==> src/rtl/gpu_pkg.sv <==
// Shared definitions for the GPU pixel pipeline front end:
// scheduler state encoding and default screen / layer constants.
package gpu_pkg;

  typedef enum logic [1:0] {
    IDLE = 2'd0,
    LOAD = 2'd1,
    RUN  = 2'd2,
    DONE = 2'd3
  } sched_state_e;

  localparam int DEF_HOR_PIX    = 480;
  localparam int DEF_VER_PIX    = 272;
  localparam int DEF_NUM_LAYERS = 32;

endpackage

==> src/rtl/layer_next_finder.sv <==
// Combinational layer search for layer_scheduler: lowest enabled layer,
// lowest enabled layer strictly above the current one, and mask summaries.
// Only present when LAYER_SCHED_SKIP_EN is defined; the default build
// steps through every layer without it.
`ifdef LAYER_SCHED_SKIP_EN
module layer_next_finder #(
  parameter int NUM_LAYERS  = 4,
  parameter int LAYER_DEPTH = 2
) (
  input  logic [NUM_LAYERS-1:0]  i_mask,
  input  logic [LAYER_DEPTH-1:0] i_cur,
  output logic [LAYER_DEPTH-1:0] o_first,
  output logic [LAYER_DEPTH-1:0] o_next,
  output logic                   o_hasNext,
  output logic                   o_anyEn
);

  // Priority encoders; scanning downwards lets the lowest hit win.
  always_comb begin
    o_first   = '0;
    o_next    = '0;
    o_hasNext = 1'b0;
    o_anyEn   = |i_mask;
    for (int i = NUM_LAYERS - 1; i >= 0; i--) begin
      if (i_mask[i]) begin
        o_first = LAYER_DEPTH'(i);
      end
      if (i_mask[i] && (i > int'(i_cur))) begin
        o_next    = LAYER_DEPTH'(i);
        o_hasNext = 1'b1;
      end
    end
  end

endmodule
`endif

==> src/rtl/layer_scheduler.sv <==
// Frame-level raster scheduler: walks y, x, layer and emits one token per
// live layer per pixel over valid/ready, with a one-cycle frameDone pulse.
// LAYER_SCHED_SKIP_EN: when defined, layers disabled in the latched mask are
// skipped; otherwise every layer is emitted and layerEn is ignored.
module layer_scheduler
  import gpu_pkg::*;
#(
  parameter int HOR_PIX     = DEF_HOR_PIX,
  parameter int VER_PIX     = DEF_VER_PIX,
  parameter int NUM_LAYERS  = DEF_NUM_LAYERS,
  parameter int X_DEPTH     = $clog2(HOR_PIX),
  parameter int Y_DEPTH     = $clog2(VER_PIX),
  parameter int LAYER_DEPTH = $clog2(NUM_LAYERS)
) (
  input  logic                   clk,
  input  logic                   rst,
  input  logic                   start,
  input  logic [NUM_LAYERS-1:0]  layerEn,
  input  logic                   ready,
  output logic                   valid,
  output logic [LAYER_DEPTH-1:0] layer,
  output logic [X_DEPTH-1:0]     x,
  output logic [Y_DEPTH-1:0]     y,
  output logic                   empty,
  output logic                   lastLayer,
  output logic                   lastPixel,
  output logic                   busy,
  output logic                   frameDone
);

  sched_state_e           r_state, w_state_n;
  logic [NUM_LAYERS-1:0]  r_maskQ, w_maskQ_n;
  logic [LAYER_DEPTH-1:0] r_layer, w_layer_n;
  logic [X_DEPTH-1:0]     r_x, w_x_n;
  logic [Y_DEPTH-1:0]     r_y, w_y_n;
  logic                   r_valid, w_valid_n;
  logic                   r_empty, w_empty_n;
  logic                   r_lastLayer, w_lastLayer_n;
  logic                   r_lastPixel, w_lastPixel_n;
  logic                   r_frameDone, w_frameDone_n;

  logic [NUM_LAYERS-1:0]  w_mask;
  logic [LAYER_DEPTH-1:0] w_first, w_next;
  logic                   w_hasNext, w_anyEn;

  // True when no enabled layer lies above idx, i.e. idx closes the pixel.
  function automatic logic f_none_above(input logic [NUM_LAYERS-1:0]  mask,
                                        input logic [LAYER_DEPTH-1:0] idx);
    logic res;
    res = 1'b1;
    for (int i = 0; i < NUM_LAYERS; i++) begin
      if (mask[i] && (i > int'(idx))) res = 1'b0;
    end
    return res;
  endfunction

`ifdef LAYER_SCHED_SKIP_EN
  // During LOAD the mask register is not yet written, so search layerEn.
  assign w_mask = (r_state == LOAD) ? layerEn : r_maskQ;

  layer_next_finder #(
    .NUM_LAYERS  (NUM_LAYERS),
    .LAYER_DEPTH (LAYER_DEPTH)
  ) u_finder (
    .i_mask    (w_mask),
    .i_cur     (r_layer),
    .o_first   (w_first),
    .o_next    (w_next),
    .o_hasNext (w_hasNext),
    .o_anyEn   (w_anyEn)
  );
`else
  // Every layer is live: plain wrap-around counter over 0..NUM_LAYERS-1.
  assign w_mask    = '1;
  assign w_first   = '0;
  assign w_next    = r_layer + 1'b1;
  assign w_hasNext = (r_layer != LAYER_DEPTH'(NUM_LAYERS - 1));
  assign w_anyEn   = 1'b1;
  wire   w_unused_mask = ^{layerEn, r_maskQ};
`endif

  // State register.
  always_ff @(posedge clk or negedge rst) begin
    if (!rst) r_state <= IDLE;
    else      r_state <= w_state_n;
  end

  // Next-state and next-token computation; token flags derive from the next
  // position so all outputs leave the registers below.
  always_comb begin
    w_state_n     = r_state;
    w_maskQ_n     = r_maskQ;
    w_layer_n     = r_layer;
    w_x_n         = r_x;
    w_y_n         = r_y;
    w_valid_n     = r_valid;
    w_frameDone_n = 1'b0;
    case (r_state)
      IDLE: begin
        if (start) w_state_n = LOAD;
      end
      LOAD: begin
        w_state_n = RUN;
        w_maskQ_n = layerEn;
        w_valid_n = 1'b1;
        w_layer_n = w_first;
        w_x_n     = '0;
        w_y_n     = '0;
      end
      RUN: begin
        if (ready) begin
          if (r_lastPixel) begin
            w_state_n     = DONE;
            w_valid_n     = 1'b0;
            w_frameDone_n = 1'b1;
          end else if (w_hasNext) begin
            w_layer_n = w_next;
          end else begin
            w_layer_n = w_first;
            if (r_x == X_DEPTH'(HOR_PIX - 1)) begin
              w_x_n = '0;
              w_y_n = r_y + 1'b1;
            end else begin
              w_x_n = r_x + 1'b1;
            end
          end
        end
      end
      DONE: begin
        w_state_n = IDLE;
      end
      default: w_state_n = IDLE;
    endcase
    w_empty_n     = w_valid_n && !w_anyEn;
    w_lastLayer_n = w_valid_n && f_none_above(w_mask, w_layer_n);
    w_lastPixel_n = w_lastLayer_n && (w_x_n == X_DEPTH'(HOR_PIX - 1))
                    && (w_y_n == Y_DEPTH'(VER_PIX - 1));
  end

  // Registered token, mask and status outputs.
  always_ff @(posedge clk or negedge rst) begin
    if (!rst) begin
      r_maskQ     <= '0;
      r_layer     <= '0;
      r_x         <= '0;
      r_y         <= '0;
      r_valid     <= 1'b0;
      r_empty     <= 1'b0;
      r_lastLayer <= 1'b0;
      r_lastPixel <= 1'b0;
      r_frameDone <= 1'b0;
    end else begin
      r_maskQ     <= w_maskQ_n;
      r_layer     <= w_layer_n;
      r_x         <= w_x_n;
      r_y         <= w_y_n;
      r_valid     <= w_valid_n;
      r_empty     <= w_empty_n;
      r_lastLayer <= w_lastLayer_n;
      r_lastPixel <= w_lastPixel_n;
      r_frameDone <= w_frameDone_n;
    end
  end

  assign valid     = r_valid;
  assign layer     = r_layer;
  assign x         = r_x;
  assign y         = r_y;
  assign empty     = r_empty;
  assign lastLayer = r_lastLayer;
  assign lastPixel = r_lastPixel;
  assign busy      = (r_state != IDLE);
  assign frameDone = r_frameDone;

endmodule

==> config.mk <==
export PLATFORM = sky130hd
export DESIGN_NAME = layer_scheduler
export DESIGN_NICKNAME = d
export VERILOG_FILES = /design/src/rtl/gpu_pkg.sv /design/src/rtl/layer_next_finder.sv /design/src/rtl/layer_scheduler.sv
export SDC_FILE = /design/constraint.sdc
export NUM_CORES = 1
export LEC_CHECK = 0
export CORE_AREA = 5 5 71 73
export CTS_CLUSTER_SIZE = 24
export DETAILED_ROUTE_END_ITERATION = 6
export DIE_AREA = 0 0 76 78
export PLACE_DENSITY = 0.78
export SYNTH_ARGS = -nofsm -noshare
export SYNTH_HDL_FRONTEND = slang
export SYNTH_SLANG_ARGS = --single-unit
==> constraint.sdc <==
create_clock -name clk -period 3.2 [get_ports clk]
set_input_delay 0.64 -clock clk [delete_from_list [all_inputs] [get_ports clk]]
set_output_delay 0.64 -clock clk [all_outputs]
set_load 0.03 [all_outputs]
* After elaboration in Yosys (flattened, before gate mapping)
Cells that the tools add are included.
** Operators by class
- Add/sub/neg operators :: 3
- Reduce and logical (&&, ||, !) cells :: 6
- Eq/ne operators :: 10
- Order comparisons :: 31
- Multiplexer cells :: 55
** Operator list (number)
- $gt 5x5->1 const A :: 16
- $mux 9 :: 8
- $gt 4x5->1 const A :: 8
- $mux 1 :: 36
- $pmux 9 s2 :: 2
- $eq 9x9->1 const B :: 3
- $gt 3x5->1 const A :: 4
- $add 9x1->9 const B :: 2
- $mux 5 :: 3
- $gt 2x5->1 const A :: 2
- $pmux 5 s2 :: 1
- $pmux 2 s4 :: 1
- $mux 2 :: 3
- $ne 2x2->1 const B :: 3
- $add 5x1->5 const B :: 1
- $gt 1x5->1 const A :: 1
- $ne 5x5->1 const B :: 1
- $eq 2x2->1 const B :: 2
- $logic_and 1x1->1 :: 3
- $reduce_and 3->1 :: 1
- $eq 2x1->1 const B :: 1
- $logic_not 2->1 :: 1
- $pmux 1 s2 :: 1
- $reduce_bool 2->1 :: 1
** Storage, ports and cells
- Output and inout bits :: 29
- Register bits after elaboration :: 29
- Input bits :: 36

* Logic depth before layout (Yosys ltp)
Gate-level depths: netlist of run 1.
- Depth in word-level cells :: 40
- Depth in mapped cells :: 10

* Worst setup path after synthesis of run 1
OpenSTA, ideal clock, no wires.
- Path kind :: register to register
- Start :: reg r_layer[1], in the netlist layer[1]
- End :: reg r_lastPixel, in the netlist lastPixel
- Library setup time :: 0.068 ns
- Arrival :: 2.467 ns
- Period minus slack after synthesis :: 2.535 ns
- Required time :: 3.132 ns
- Path slack :: 0.665 ns
- Cell stages (with the launch flop) :: 9
- Cells stage by stage :: dfrtp_1 -> ha_1 -> and3_1 -> ha_1 -> nand4b_4 -> nor4_4 -> mux2_1 -> mux2_2 -> and4b_1
** On the way
- Cells in the longest elaborated chain, start to end :: 40
- Elaborated cells between the ends (all ways) :: 81
- Those cells by class :: add/sub (1); order compare (31); eq/ne (3); mux (43); reduce/logical (3)
** Ends and longest elaborated chain
- start: declaration :: line layer_scheduler.sv:33 : logic [LAYER_DEPTH-1:0] r_layer, w_layer_n;
- start signal: assignment :: line layer_scheduler.sv:154 : r_layer <= w_layer_n;
- $add 5x1->5 or $ne 5x5->1 (tied branches) :: line layer_scheduler.sv:76, layer_scheduler.sv:77
- $mux 5 :: line layer_scheduler.sv:116 : end else if (w_hasNext) begin
- $mux 5 :: line layer_scheduler.sv:112 : if (r_lastPixel) begin
- $mux 5 :: line layer_scheduler.sv:111 : if (ready) begin
- $pmux 5 s2 :: line layer_scheduler.sv:98 : case (r_state)
- $gt 1x5->1 :: line layer_scheduler.sv:52 : if (mask[i] && (i > int'(idx))) res = 1'b0;
- $mux 1 (31 in series) :: line layer_scheduler.sv:52
- $logic_and 1x1->1 :: line layer_scheduler.sv:135 : w_lastLayer_n = w_valid_n && f_none_above(w_mask, w_layer_n);
- $logic_and 1x1->1 :: line layer_scheduler.sv:136 : w_lastPixel_n = w_lastLayer_n && (w_x_n == X_DEPTH'(HOR_PIX - 1))
- $logic_and 1x1->1 (*) :: line layer_scheduler.sv:137 : && (w_y_n == Y_DEPTH'(VER_PIX - 1));
- via w_lastPixel_n :: line layer_scheduler.sv:39 : logic r_lastPixel, w_lastPixel_n;
- end signal: assignment :: line layer_scheduler.sv:160 : r_lastPixel <= w_lastPixel_n;
- end: declaration :: line layer_scheduler.sv:39
Mark *: on every way through the listed nets, which the timed path passes. The rest lies on a longest branch.
A chain may end at the register's enable or synchronous reset.

* Worst setup path in the final report of run 1
- Start :: reg r_state[0]
- End :: reg r_lastPixel, in the netlist lastPixel
** On the way
- Elaborated cells between the ends (all ways) :: 73
- Those cells by class :: order compare (31); eq/ne (4); mux (35); reduce/logical (3)
** RTL lines
- start: declaration :: line layer_scheduler.sv:31 : sched_state_e r_state, w_state_n;
- start signal: assignment :: line layer_scheduler.sv:85 : else r_state <= w_state_n;
- $eq 2x2->1 or $eq 2x1->1 (tied branches) :: line layer_scheduler.sv:98
- $pmux 9 s2 (*) :: line layer_scheduler.sv:98
- via w_x_n[4] :: line layer_scheduler.sv:34 : logic [X_DEPTH-1:0] r_x, w_x_n;
- $eq 9x9->1 (*) :: line layer_scheduler.sv:136
- $logic_and 1x1->1 (*) :: line layer_scheduler.sv:136
- $logic_and 1x1->1 (*) :: line layer_scheduler.sv:137
- via w_lastPixel_n :: line layer_scheduler.sv:39
Marked as above.

==> impl_metrics.yaml, run 1 <==
status:
  status: "finished clean"
worst_hold_path:
  holdPathEnd: "r_state[0]$_DFFE_PN0P_"
  hold_class: "flop to flop"
  holdPathStages: 1
  hold_start: "r_state[0]$_DFFE_PN0P_"
setup_path:
  timing.critical_path.cells: "inv_1, ha_1, nand4b_4, or3_1, a21oi_2, nand3_1, a2111oi_2, and4b_1"
  reg2reg_setup_slack_ns: 0.38
  cp-end-kind: "flop"
  r2r-start: "r_state[0]$_DFFE_PN0P_"
  cp_data_arrival_time_ns: 3.05
  cp_max_fo: 15
  cp_num_buf_inv: 1
  cpPeakStageDelay_ns: 0.67
  cp.required_ns: 3.43
  r2r_cells: 8
  worstSetupStartpointType: "flop"
  reg2reg_to: "lastPixel$_DFF_PN0_"
  slowest_stage: "ha_1"
  crit_type: "flop to flop"
  crit_family: "simple AND/OR/NAND/NOR gates"
yosys:
  synth_flop_cell: "dfrtp_1"
  synthArstFlopShare: 1.00
  yosysTopAreaCell: "dfrtp_1"
  yosysWarnings: 0
  synth_fp_nets: 236
  syn_avg_cell_area_sq_um: 9.75
  synth_sequential_area_ratio: 0.388
  ys_types: 62
  synth_edf_count: 0
  synth_top_area_frac: 0.388
  synth.area.top_cells: "dfrtp_1 (39%), ha_1 (5.3%), nor2_1 (3.2%)"
  synth-seq-cells: 29
  synthCells: 192
  synthesis.area_sq_um: 1870
finish:
  final-seq-area_sq_um: 726
  n_antenna_cell: 0
  drive_above_1_share: 0.123
  area_growth_pct: 23.2
  multi_input_area_sq_um: 1040
  nets: 270
  num-fill-cells: 400
  final_area_sq_um: 2310
floorplanning:
  initial_core_util: 0.436
  placementRows: 24
  die_w_microns: 76
  coreArea_sq_um: 4290
  io_pins: 65
  die_y_microns: 78
  dieArea_sq_um: 5930
placed_design:
  place_ws_ns: 0.274
  hpwl_mm: 3.14
  placed_cell_area_sq_um: 2220
  gp_congestion: 0.819
  io_buffers: 31
clock_tree:
  numCtsBuffers: 5
  post_cts_buffers: 0
  clk_latency_ns: 0.29
  cts.clk_slew.worst_paths_ns: 0.07
  cts_hold_buf: 0
  cts_tree: "done"
  clk_path_buf_depth: 2
  cts-root-buf: "clkbuf_8"
  cts_resized: 0
  htree_levels: 2
  clock-sinks: 29
timing:
  tightest_slew_ns: 0.750
  period_share: 0.882
  fmax_ghz: 0.354
  hold_violations: 0
  rsz0062_at_grt: "no"
  setup_viol: 0
  timing.final.max_slew_violations: 0
  max_slew_margin: 0.499
  fin_ws_ns: 0.378
  fin_tns_setup_ns: 0
  timing.hold.ws_ns: 0.569
  finalClockSkew_ns: 0.0113
  fin_crit_ns: 2.82
routing:
  via_count: 1609
  drc: 0
  vias_per_cell: 5.77
  wl_per_cell_microns: 15.1
  drt-total-wl_mm: 4.20
  ant_nets: 0
  drtIter0Drc: 112
  dr.pass1.iters: 4
grt:
  grt_max_degree: 30
  grt_pass1_vias: 1558
  grt_first_pass_wirelength_mm: 7.36
  grt_usage: 0.151
  gr-total-overflow: 0
  antenna_found_initial: 0
power_and_ir_drop:
  p_per_area_nw_per_um2: 579
  leakage_nw: 1.03
  ir_worst_vdd_uv: 390
  p_total_mw: 1.33
job:
  cap_viol_max_count: 0
==> worst max path at each step <==
stage,startpoint,to,slack (ns),cells past startpoint
after CTS,r_state[0]$_DFFE_PN0P_,lastPixel$_DFF_PN0_,0.39,8
after floorplan,layer[1]$_DFF_PN0_,lastPixel$_DFF_PN0_,0.67,8
after detailed placement,ready,lastPixel$_DFF_PN0_,0.27,7
final,r_state[0]$_DFFE_PN0P_,lastPixel$_DFF_PN0_,0.38,8
after global placement,ready,lastPixel$_DFF_PN0_,0.30,7
after global routing,r_state[0]$_DFFE_PN0P_,lastPixel$_DFF_PN0_,0.20,8
==> cells in the final DEF, fill, tap and decap left out, types with 2 or more instances in the layout <==
cell type	count
a21oi_1	2
a21oi_2	2
a22o_1	2
a31oi_1	2
and3_1	6
and4_1	2
and4b_1	2
buf_4	4
clkbuf_8	5
clkdlybuf4s50_1	31
clkinv_2	2
dfrtp_1	29
ha_1	8
inv_1	12
mux2i_1	4
nand2_1	14
nand2b_1	2
nand3_1	10
nand3b_1	2
nand4_1	3
nor2_1	16
nor2b_1	2
nor3_1	5
nor4_1	2
o211ai_1	2
o21ai_0	10
o41ai_1	3
or2_2	2
xnor2_1	3
xor2_1	5
==> cell type report <==
cell class,count,area share
multi-input cells,143,0.453
flip-flops and latches,29,0.315
repair buffers,35,0.148
clock buffers,5,0.0298
well taps,52,0.0282
inverters,12,0.0195
clock inverters,3,0.00760
==> synthesized netlist by cell type, types with 4 or more instances <==
| library cell | count |
|---|---|
| and3_1 | 6 |
| nand3_1 | 10 |
| xor2_1 | 5 |
| dfrtp_1 | 29 |
| o21ai_0 | 10 |
| mux2i_1 | 4 |
| nor2_1 | 16 |
| nor3_1 | 5 |
| nand2_1 | 14 |
| ha_1 | 8 |
| inv_1 | 12 |
==> through the flow <==
stage                util  cells
floorplan               -    192
global placement    0.517    271
detailed placement  0.517    271
finish              0.537    279
global route        0.537    279
CTS                 0.537    279
==> state kept, by name, summed over array words and instances, names as in the netlist <==
signal / cells
valid: 1
r_state: 2
frameDone: 1
lastLayer: 1
x: 9
y: 9
lastPixel: 1
layer: 5
==> layer usage <==
metal	up-vias	global-route usage	wire (microns)
met4	0	0.0534	61
met5	-	0	0
met2	35	0.253	2000
li1	777	-	-
met1	791	0.190	1930
met3	6	0.0382	206
==> power breakdown <==
part / leakage, nW / total, mW / internal, mW / switching, mW
registers: 0.399 / 0.436 / 0.403 / 0.0333
clock network: 0.0439 / 0.298 / 0.150 / 0.148
logic: 0.584 / 0.601 / 0.202 / 0.399
==> worst reg2reg max path, stage by stage, from the launching register on <==
cell       delay [ns]
dfrtp_1          0.38
inv_1            0.09
ha_1             0.67
nand4b_4         0.28
or3_1            0.43
a21oi_2          0.19
nand3_1          0.12
a2111oi_2        0.38
and4b_1          0.23
==> cell families (layout without fill, tap and decap cells) <==
family	count (synthesis)	count (layout)	share of synthesized area
DFF	29	29	0.388
adders and majority gates	8	8	0.0535
other	1	1	0.00200
xor gates and xnor gates	8	8	0.0374
buffers and inverters	20	55	0.0548
muxes	6	6	0.0334
AOI/OAI and AO/OA	36	36	0.143
and+or+nand+nor	84	84	0.288
No activity file was read; power rests on OpenSTA's default activity.
==> inputs of run 2 (changes only) <==
ABC_AREA = 1   (was default)
CORE_AREA = 5 5 72 74   (was 5 5 71 73)
DIE_AREA = 0 0 77 79   (was 0 0 76 78)
PLACE_DENSITY = 0.8   (was 0.78)
==> impl_metrics.yaml, run 2 <==
finish:
  fin_util: 0.545
  n_antenna_cell: 0
  final_cell_mix: "nand2_1 (83), inv_1 (46), nand3_1 (32)"
  nets: 363
  final_area_sq_um: 2470
  drive_above_1_share: 0.122
  area_growth_pct: 21.1
  mostFrequentLayoutCell: "nand2_1"
grt:
  grt_first_pass_wirelength_mm: 7.94
  antenna_found_initial: 0
  grt_usage: 0.163
  gr-total-overflow: 0
  grt_pass1_vias: 1726
  grt_max_degree: 30
power_and_ir_drop:
  p_total_mw: 1.20
  p_switching_mw: 0.473
  comb_power_share: 0.360
  p_per_area_nw_per_um2: 486
  leakage_nw: 1.38
  clockPowerShare: 0.246
  p_sw_frac: 0.393
  seq_power_share: 0.393
  ir_worst_vdd_uv: 460
  intPower_mw: 0.729
routing:
  via_count: 1880
  drtIter0Drc: 108
  vias_per_cell: 5.03
  dr.pass1.iters: 4
  drt-total-wl_mm: 4.63
  drc: 0
  ant_nets: 0
  wl_per_cell_microns: 12.4
floorplanning:
  coreArea_sq_um: 4540
  die_w_microns: 77
  dieArea_sq_um: 6080
  io_pins: 65
  initial_core_util: 0.450
  placementRows: 25
  die_y_microns: 79
yosys:
  synthCells: 284
  synthesis.area_sq_um: 2040
  synth_edf_count: 0
  yosysMostFrequentCell: "nand2_1"
  yosysWarnings: 0
  ys_types: 31
  synth-seq-cells: 29
  synth_flop_cell: "dfrtp_1"
  synth.area.top_cells: "dfrtp_1 (36%), nand2_1 (15%), inv_1 (8.5%)"
  synth_top_area_frac: 0.356
  synthArstFlopShare: 1.00
  synth_sequential_area_ratio: 0.356
  synth_common_cells: "nand2_1 (83), inv_1 (46), nand3_1 (32)"
  yosysTopAreaCell: "dfrtp_1"
  syn_avg_cell_area_sq_um: 7.18
  synth_fp_nets: 328
worst_hold_path:
  holdPathStages: 2
  hold_class: "flop to flop"
  holdPathEnd: "r_state[1]$_DFFE_PN0P_"
  hold_start: "r_state[1]$_DFFE_PN0P_"
timing:
  rsz0062_at_grt: "no"
  fin_tns_setup_ns: 0
  fin_ws_ns: 0.848
  fin_crit_ns: 2.35
  hold_violations: 0
  fmax_ghz: 0.425
  period_share: 0.735
  finalClockSkew_ns: 0.00514
  timing.final.max_slew_violations: 0
  setup_viol: 0
status:
  status: "finished clean"
setup_path:
  cp-end-kind: "flop"
  reg2reg_setup_slack_ns: 0.85
  cp_max_fo: 12
  r2r-start: "r_state[1]$_DFFE_PN0P_"
  r2r_cells: 12
  crit_type: "flop to flop"
  cp.required_ns: 3.41
  reg2reg_to: "lastPixel$_DFF_PN0_"
  worstSetupStartpointType: "flop"
  cp_data_arrival_time_ns: 2.57
clock_tree:
  clk_path_buf_depth: 2
  post_cts_buffers: 0
  clock-sinks: 29
  cts_tree: "done"
  cts-root-buf: "clkbuf_8"
  cts_resized: 0
  htree_levels: 2
  numCtsBuffers: 5
  clk_latency_ns: 0.29
  cts.clk_slew.worst_paths_ns: 0.07
  cts_hold_buf: 0
placed_design:
  placed_cell_area_sq_um: 2390
  hpwl_mm: 3.51
  gp_congestion: 0.815
  place_ws_ns: 0.579
  io_buffers: 31
job:
  cap_viol_max_count: 0
==> run 2: changes by cell type in the layout (fill, tap and decap cells not counted), moves of 4 or more <==
| cell | previous run | this run |
|---|---|---|
| mux2i_1 | 4 | 0 |
| a21oi_1 | 2 | 6 |
| nand2_2 | 0 | 7 |
| nand2_1 | 14 | 83 |
| inv_2 | 0 | 5 |
| o21ai_0 | 10 | 4 |
| nor2_2 | 0 | 4 |
| inv_1 | 12 | 46 |
| nand3_1 | 10 | 32 |
| xor2_1 | 5 | 0 |
| and3_1 | 6 | 1 |
| nor2_1 | 16 | 25 |
==> run 2: critical path: stages, from the launching register on <==
cell and delay (ns):
dfrtp_1 0.38, inv_1 0.09, ha_1 0.58, nand3_4 0.16, nor2_1 0.21, nand3_1 0.12
nand2_1 0.07, nand3_1 0.13, nor2_1 0.13, nand2_1 0.07, nor2_1 0.13, nand3_1 0.10
nor3_2 0.10
==> run 2: cell type report <==
type | instances | area [sq um]
multi-input cells | 199 | 1080
clock inverters | 2 | 10.0
repair buffers | 32 | 318
fillers | 425 | 2070
flip-flops and latches | 29 | 726
clock buffers | 6 | 72.6
well taps | 54 | 67.6
inverters | 52 | 198
==> run 2: how the worst max path moves through the flow <==
| stage | from | end | slack [ns] | depth (start not counted) |
|---|---|---|---|---|
| final | r_state[1]$_DFFE_PN0P_ | lastPixel$_DFF_PN0_ | 0.85 | 12 |
| after global placement | ready | lastPixel$_DFF_PN0_ | 0.59 | 11 |
| after global routing | layer[1]$_DFF_PN0_ | lastPixel$_DFF_PN0_ | 0.58 | 14 |
| after detailed placement | ready | lastPixel$_DFF_PN0_ | 0.58 | 11 |
| after CTS | r_state[1]$_DFFE_PN0P_ | lastPixel$_DFF_PN0_ | 0.86 | 12 |
| after floorplan | layer[1]$_DFF_PN0_ | lastPixel$_DFF_PN0_ | 1.05 | 13 |
==> run 2: layer usage <==
metal / global-route usage / vias to the layer above / part of all wire
li1: - / 956 / -
met1: 0.200 / 873 / 0.45
met2: 0.266 / 41 / 0.47
met3: 0.0363 / 10 / 0.045
met4: 0.0911 / 0 / 0.031
met5: 0 / - / 0
==> run 2: stage by stage <==
step	hold WS (ns)	cells
after global placement	0.504	366
after detailed placement	0.525	366
final	0.545	374
after floorplan	0.344	284
after global routing	0.590	374
after CTS	0.539	374
==> run 2: cells by family after synthesis <==
| family | after synthesis | share of synthesized area |
|---|---|---|
| adders and majority gates | 8 | 0.0491 |
| DFF | 29 | 0.356 |
| buffers and inverters | 56 | 0.115 |
| AOI/OAI and AO/OA | 14 | 0.0405 |
| other | 1 | 0.00184 |
| and+or+nand+nor | 176 | 0.437 |
==> run 2: power by group through the flow <==
stage                     sequential [mW]  clock [mW]  combinational (mW)
after floorplan                     0.559           0               0.195
after global placement              0.475           0               0.427
after detailed placement            0.478           0               0.435
after CTS                           0.472       0.304               0.437
after global routing                0.480       0.317               0.483
final                               0.472       0.296               0.433
==> inputs of run 3 (changes only) <==
CORE_AREA = 5 5 76 78   (was 5 5 72 74)
DIE_AREA = 0 0 81 83   (was 0 0 77 79)
PLACE_DENSITY = 0.75   (was 0.8)
clock period = 1.97 ns   (was 3.2 ns; I/O delays follow)
==> impl_metrics.yaml, run 3 (synthesis results as in run 2) <==
routing:
  wl_per_cell_microns: 11.9
  dr.pass1.iters: 5
  drtIter0Drc: 120
  drc: 0
  drt-total-wl_mm: 5.17
  vias_per_cell: 4.73
  ant_nets: 0
  via_count: 2063
timing:
  finalClockSkew_ns: 0.00421
  rsz0062_at_grt: "yes"
  timing.hold.ws_ns: 0.496
  timing.final.max_slew_violations: 0
  period_share: 1.03
  hold_violations: 0
  fin_crit_ns: 2.04
  setup_viol: 1
  fin_ws_ns: -0.0679
  fmax_ghz: 0.491
setup_path:
  cp_max_fo: 8
  startpoint: "layer[0]$_DFF_PN0_"
  reg2reg_setup_slack_ns: -0.07
  r2r-start: "layer[0]$_DFF_PN0_"
  cp-end-kind: "flop"
  cp_data_arrival_time_ns: 2.25
  cp.required_ns: 2.18
  crit_type: "flop to flop"
  worstSetupStartpointType: "flop"
finish:
  drive_above_1_share: 0.273
  final-seq-area_sq_um: 728
  final_cell_mix: "nand2_1 (82), inv_1 (46), buf_4 (46)"
  fin_util: 0.588
  fin_cells: 436
  final_area_sq_um: 2950
  n_antenna_cell: 0
  multi_input_area_sq_um: 1160
  area_growth_pct: 44.5
  num-fill-cells: 483
  nets: 409
  mostFrequentLayoutCell: "nand2_1"
floorplanning:
  initial_core_util: 0.407
  dieArea_sq_um: 6720
  placementRows: 26
  die_y_microns: 83
  die_w_microns: 81
  io_pins: 65
  coreArea_sq_um: 5010
worst_hold_path:
  hold_class: "input port to async pin"
status:
  violations: "setup timing"
  status: "complete, but fails checks"
placed_design:
  place_ws_ns: -0.330
  place_inst: 426
  placed_cell_area_sq_um: 2770
  gp_congestion: 0.870
  io_buffers: 31
  hpwl_mm: 3.87
clock_tree:
  numCtsBuffers: 5
  clk_path_buf_depth: 2
  cts.clk_slew.worst_paths_ns: 0.07
  cts-root-buf: "clkbuf_8"
  clk_latency_ns: 0.29
  htree_levels: 2
  clock-sinks: 29
  cts_tree: "done"
power_and_ir_drop:
  leakage_nw: 1.61
  p_per_area_nw_per_um2: 795
  ir_worst_vdd_uv: 649
grt:
  grt_first_pass_wirelength_mm: 8.56
  grt_usage: 0.160
  grt_max_degree: 30
  grt_pass1_vias: 1916
  gr-total-overflow: 0
  antenna_found_initial: 0
job:
  cap_viol_max_count: 0
## run 3: layout make-up
| cell class | instances | area share |
|---|---|---|
| clock inverter | 1 | 0.00170 |
| sequential | 29 | 0.247 |
| timing repair buffer | 78 | 0.227 |
| tap | 70 | 0.0297 |
| inverter | 52 | 0.0688 |
| clock buffer | 7 | 0.0327 |
| multi-input combinational | 199 | 0.393 |
## run 3: layer usage
metal	part of all wire	global-route usage
met1	0.44	0.206
met2	0.49	0.259
met3	0.052	0.0422
met4	0.018	0.0492
met5	0	0
## run 3: worst paths after layout
path / endpoint / depth (start not counted)
setup / recovery: lastPixel$_DFF_PN0_ / 15
hold / removal: x[7]$_DFF_PN0_ / 2
setup reg to reg: lastPixel$_DFF_PN0_ / 15
hold reg to reg: valid$_DFF_PN0_ / 2
max in group asynchronous: layer[1]$_DFF_PN0_ / 2
min in group clk: valid$_DFF_PN0_ / 2
## run 3: critical path, cell delays in order, from the launching register on
cell	delay [ns]
dfrtp_2	0.42
ha_4	0.17
nand2_2	0.10
nor2_4	0.04
ha_4	0.18
nand3_4	0.15
buf_4	0.13
buf_4	0.09
nand3_1	0.07
nand2_1	0.07
inv_1	0.05
nor2_2	0.14
nand2_1	0.07
nor2_1	0.09
nand3_1	0.10
nor3_2	0.11
## run 3: power by group
group          internal (mW)  leakage, nW  switching, mW
combinational          0.485         1.18          0.561
sequential             0.677        0.377         0.0676
clock                  0.315       0.0542          0.239
total                   1.48         1.61          0.867
## run 3: repair_timing
item | in CTS | in global routing
gates resized for setup | 5 | 11
hold buffers | 0 | 0
pin swaps | 1 | 5
endpoints found under the setup margin | 2 | 5
setup buffers | 1 | 1
## run 3: through the flow
stage / power [mW] / setup TNS (ns)
6_report: 2.34 / -0.0679
5_1_grt: 2.49 / -0.192
4_1_cts: 2.31 / -0.119
3_5_place_dp: 1.73 / -0.447
3_3_place_gp: 1.70 / -0.320
2_1_floorplan: 1.26 / -0.0167
==> variant 1, RTL diff (config.mk and constraints of run 1) <==
Make the reset (`rst`) synchronous in 2 clocked blocks.
--- a/src/rtl/layer_scheduler.sv
+++ b/src/rtl/layer_scheduler.sv
@@ -81,5 +81,5 @@
 
   // State register.
-  always_ff @(posedge clk or negedge rst) begin
+  always_ff @(posedge clk) begin
     if (!rst) r_state <= IDLE;
     else      r_state <= w_state_n;
@@ -139,5 +139,5 @@
 
   // Registered token, mask and status outputs.
-  always_ff @(posedge clk or negedge rst) begin
+  always_ff @(posedge clk) begin
     if (!rst) begin
       r_maskQ     <= '0;
Function: differs if rst is asserted again (counterexample within 4 cycles, from zero or initial values and one cycle with rst low); with rst held inactive, the same outputs for 10 cycles.
==> variant 1 against run 1 <==
- total power fell by 22%
- cell area stayed put
- sequential share of layout area down 6.3 points
- worst hold slack worse by 0.055 ns
- highest routed layer unchanged
- global-route usage increased by 0.65 points
- sequential cell count unchanged
- routed wire length grew 12%
- sequential power decreased by 11%
- non-clock buffer count is 2 higher
- combinational power decreased by 42%
- critical endpoint is now lastPixel
- setup slack got worse by 0.11 ns
- area after synthesis down 1.1%
- die area unchanged
==> variant 1: results (changes against run 1) <==
antenna_found_initial: 0  # unchanged
synth_area_per_cell_sq_um: 8.09  # -17%
met2_length_um: 2180  # +9.0%
use_met1_pct: 19.6  # +0.67 points
reg2reg_depth: 9  # +1
timing.rr.start: "layer[0]"
io_buffers: 31  # unchanged
route.met3.wl_um: 345  # +67%
synth.distinct_cells: 54  # -13%
ant_nets: 0  # unchanged
drive_gt1_share_pct: 8.81  # -3.5 points
clk_pin_slew_ns: 0.06
synth_async_sr_flop_share_pct: 0  # -100 points
max_freq_ghz: 0.341  # -3.8%
fin_cells: 313  # +12%
ir_drop_mv: 0.169  # -57%
synthTopCellsByArea: "dfxtp_1, ha_1, nor2b_1, nor2_1, nand2_1"
grt_use_met3_pct: 3.94  # +0.12 points
cts_buffer_depth: 2  # unchanged
grt_first_pass_wirelength_um: 7940  # +7.8%
finalWeightedCongestion: 0.863  # +5.4%
vias: 1811  # +13%
rrSetupSlack_ns: 0.27  # -0.11 ns
tns_ns: 0  # unchanged
grt_max_degree: 21  # -30%
hpwl_um: 3430  # +9.5%
status: "complete, no violations"
ys_warn_count: 0  # unchanged
grt_pass1_vias: 1718  # +10%
grtUsageTotal_pct: 15.8  # +0.65 points
dr.max_layer_used: "met4"
relSlewSlack_pct: 64.3  # +14 points
numCtsBuffers: 5  # unchanged
ctsResizeCount: 0  # unchanged
ys_seq_area_share_pct: 31.4  # -7.4 points
clkLatencyLatePin_ns: 0.28
syn_nets: 273  # +16%
dp_slack_ns: 0.181  # -0.0930 ns
cts_setup_buffers: 0  # unchanged
crit_fanout: 9  # -6
clock-root-buffer: "clkbuf_8"
dr.pass1.iters: 4  # unchanged
synth_common_cells: "dfxtp_1, nor2_1, nand2_1"
finClkSkew_ns: 0.00698  # -0.00428 ns
met1_length_um: 2090  # +8.4%
htree_num_levels: 2  # unchanged
reg2reg_to: "lastPixel"
initialDrtViolationCount: 168  # +50%
swShare_pct: 35.0  # -8.5 points
min_to: "r_state[0]"
leakagePower_nw: 0.808  # -21%
hold_path.class: "flip-flop to flip-flop"
worstHoldStart: "r_state[0]"
wl_per_cell_um: 15.0  # -0.38%
hold_depth: 2  # +1
diodes: 0  # unchanged
grt_use_met2_pct: 26.4  # +1.1 points
## variant 1: cells by family (layout without fill, tap and decap cells)
family,Yosys count,in the layout,synth area share (%)
fa+ha+maj,8,8,5.41
flops,29,29,31.4
buf+inv,22,54,4.87
mux,5,5,2.91
compound gates,37,37,13.9
xor+xnor,9,9,4.26
other cells,1,1,0.203
simple gates,118,118,37.2
## variant 1: how the worst max path moves through the flow
stage	from	end	cells past startpoint
2_1_floorplan	layer[0]	lastPixel	9
3_3_place_gp	ready	lastPixel	7
3_5_place_dp	ready	lastPixel	7
4_1_cts	layer[0]	lastPixel	9
5_1_grt	layer[0]	lastPixel	9
6_report	layer[0]	lastPixel	9
## variant 1: power by group through the flow
stage               clock network [mW]  registers [mW]  logic [mW]
finish                           0.299           0.389       0.349
global route                     0.325           0.390       0.375
CTS                              0.311           0.389       0.345
global placement                     0           0.396       0.341
floorplan                            0           0.406       0.221
detailed placement                   0           0.397       0.344
## variant 1: critical path: stages (launching register included)
cell and delay [ns]:
dfxtp_1 0.47, ha_1 0.26, and3_1 0.17, ha_1 0.35, nand4b_1 0.42, nor3_1 0.37, nand4_1 0.15, xor2_1 0.23
nand4_1 0.12, nor4bb_1 0.29
## variant 1: metrics by stage
| stage | instance area [sq um] | hold WS (ns) |
|---|---|---|
| 3_5_place_dp | 2220 | 0.505 |
| 2_1_floorplan | 1850 | 0.485 |
| 3_3_place_gp | 2220 | 0.501 |
| 4_1_cts | 2310 | 0.513 |
| 5_1_grt | 2310 | 0.542 |
| 6_report | 2310 | 0.515 |
## variant 1: layout make-up
class,instances,area [sq um]
flip-flops and latches,29,581
clock buffers,7,86.3
inverters,10,37.5
repair buffers,37,355
well taps,52,65.1
multi-input cells,178,1180
fillers,410,1990
==> variant 2, RTL diff (flow settings as in run 1) <==
Without the edit above. The package constant `DEF_NUM_LAYERS` goes from 32 to 128.
--- a/src/rtl/gpu_pkg.sv
+++ b/src/rtl/gpu_pkg.sv
@@ -12,5 +12,5 @@
   localparam int DEF_HOR_PIX    = 480;
   localparam int DEF_VER_PIX    = 272;
-  localparam int DEF_NUM_LAYERS = 32;
+  localparam int DEF_NUM_LAYERS = 128;
 
 endpackage
Interface: changed (resized layer and layerEn); port bits go from 65 to 163. The function was not compared with the original's and may differ.
==> variant 2 against run 1 <==
- final cell count rose by 5.4%
- register-to-register slack better by 0.12 ns
- total power down 2.0%
- synthesized cell count is 2.6% higher
- routed wire length increased by 13%
- area after synthesis down 0.47%
- setup slack better by 0.0083 ns
- cell area grew 3.5%
- sequential cell count increased by 2
- largest power group unchanged
- non-clock buffer count up 9
- sequential share of layout area is 1.0 points higher
==> variant 2: results (changes against run 1) <==
fin_cells: 294  # +5.4%
finalWeightedCongestion: 0.872  # +6.5%
finClkSkew_ns: 0.00541  # -0.00585 ns
initialDrtViolationCount: 130  # +16%
via_per_inst: 5.83  # +1.1%
clock-root-buffer: "clkbuf_8"
leakagePower_nw: 0.993  # -3.3%
ys_seq_area_share_pct: 41.6  # +2.9 points
grt_pass1_vias: 1650  # +5.9%
syn_nets: 336  # +42%
hold_depth: 1  # unchanged
grt_max_degree: 32  # +6.7%
hpwl_um: 3520  # +12%
pwr_density_cell_mw_per_mm2: 548  # -5.3%
io_buffers: 33  # +6.5%
final_nets: 380  # +41%
synth_area_per_cell_sq_um: 9.46  # -3.0%
grt_first_pass_wirelength_um: 7810  # +6.1%
synth.distinct_cells: 53  # -15%
status: "complete, no violations"
tightest_slew_ns: 0.615  # -0.135 ns
drive_gt1_share_pct: 13.2  # +0.89 points
fillers: 385  # -3.8%
ir_drop_mv: 0.286  # -27%
crit_fanout: 4  # -11
## variant 2: cells by family after synthesis
kind of cell,after synthesis,share of synthesized area [%]
xor+xnor,7,3.29
mux,4,2.28
fa+ha+maj,7,4.70
simple gates,83,26.1
flops,31,41.6
other cells,1,0.201
buf+inv,20,4.63
compound gates,44,17.2
## variant 2: final cells by class
| cell class | count | area share (%) |
|---|---|---|
| inverter | 13 | 2.04 |
| clock inverter | 3 | 0.629 |
| multi-input combinational | 146 | 41.9 |
| clock buffer | 5 | 2.88 |
| timing repair buffer | 44 | 17.3 |
| sequential | 31 | 32.5 |
| tap | 52 | 2.73 |
## variant 2: final timing paths
| path | from | to | slack [ns] |
|---|---|---|---|
| worst max register to register | x[0] | lastPixel | 0.50 |
| worst min register to register | r_state[0] | r_state[0] | 0.54 |
| min in group asynchronous | rst | y[8] | 0.74 |
| max in group asynchronous | rst | frameDone | 2.17 |
| worst max-delay path | ready | lastPixel | 0.39 |
| worst min-delay path | r_state[0] | r_state[0] | 0.54 |
## variant 2: where the power goes
part	total [mW]	leakage, nW	internal (mW)	switching [mW]
Combinational	0.570	0.518	0.208	0.362
Sequential	0.438	0.428	0.417	0.0209
Clock	0.300	0.0477	0.149	0.151
Total	1.31	0.993	0.774	0.534
## variant 2: critical path: stages
cell and delay, ns:
clkdlybuf4s50_1 0.55, nor2b_1 0.22, and4_1 0.27, nand4_1 0.14, mux2_2 0.31, nor4b_1 0.45
nand3_1 0.16, nor4_2 0.25
## variant 2: layer usage
layer | GRT usage [%] | wire length [um]
met1 | 22.2 | 2220
met2 | 24.0 | 2100
met3 | 6.25 | 349
met4 | 3.91 | 54
met5 | 0 | 0
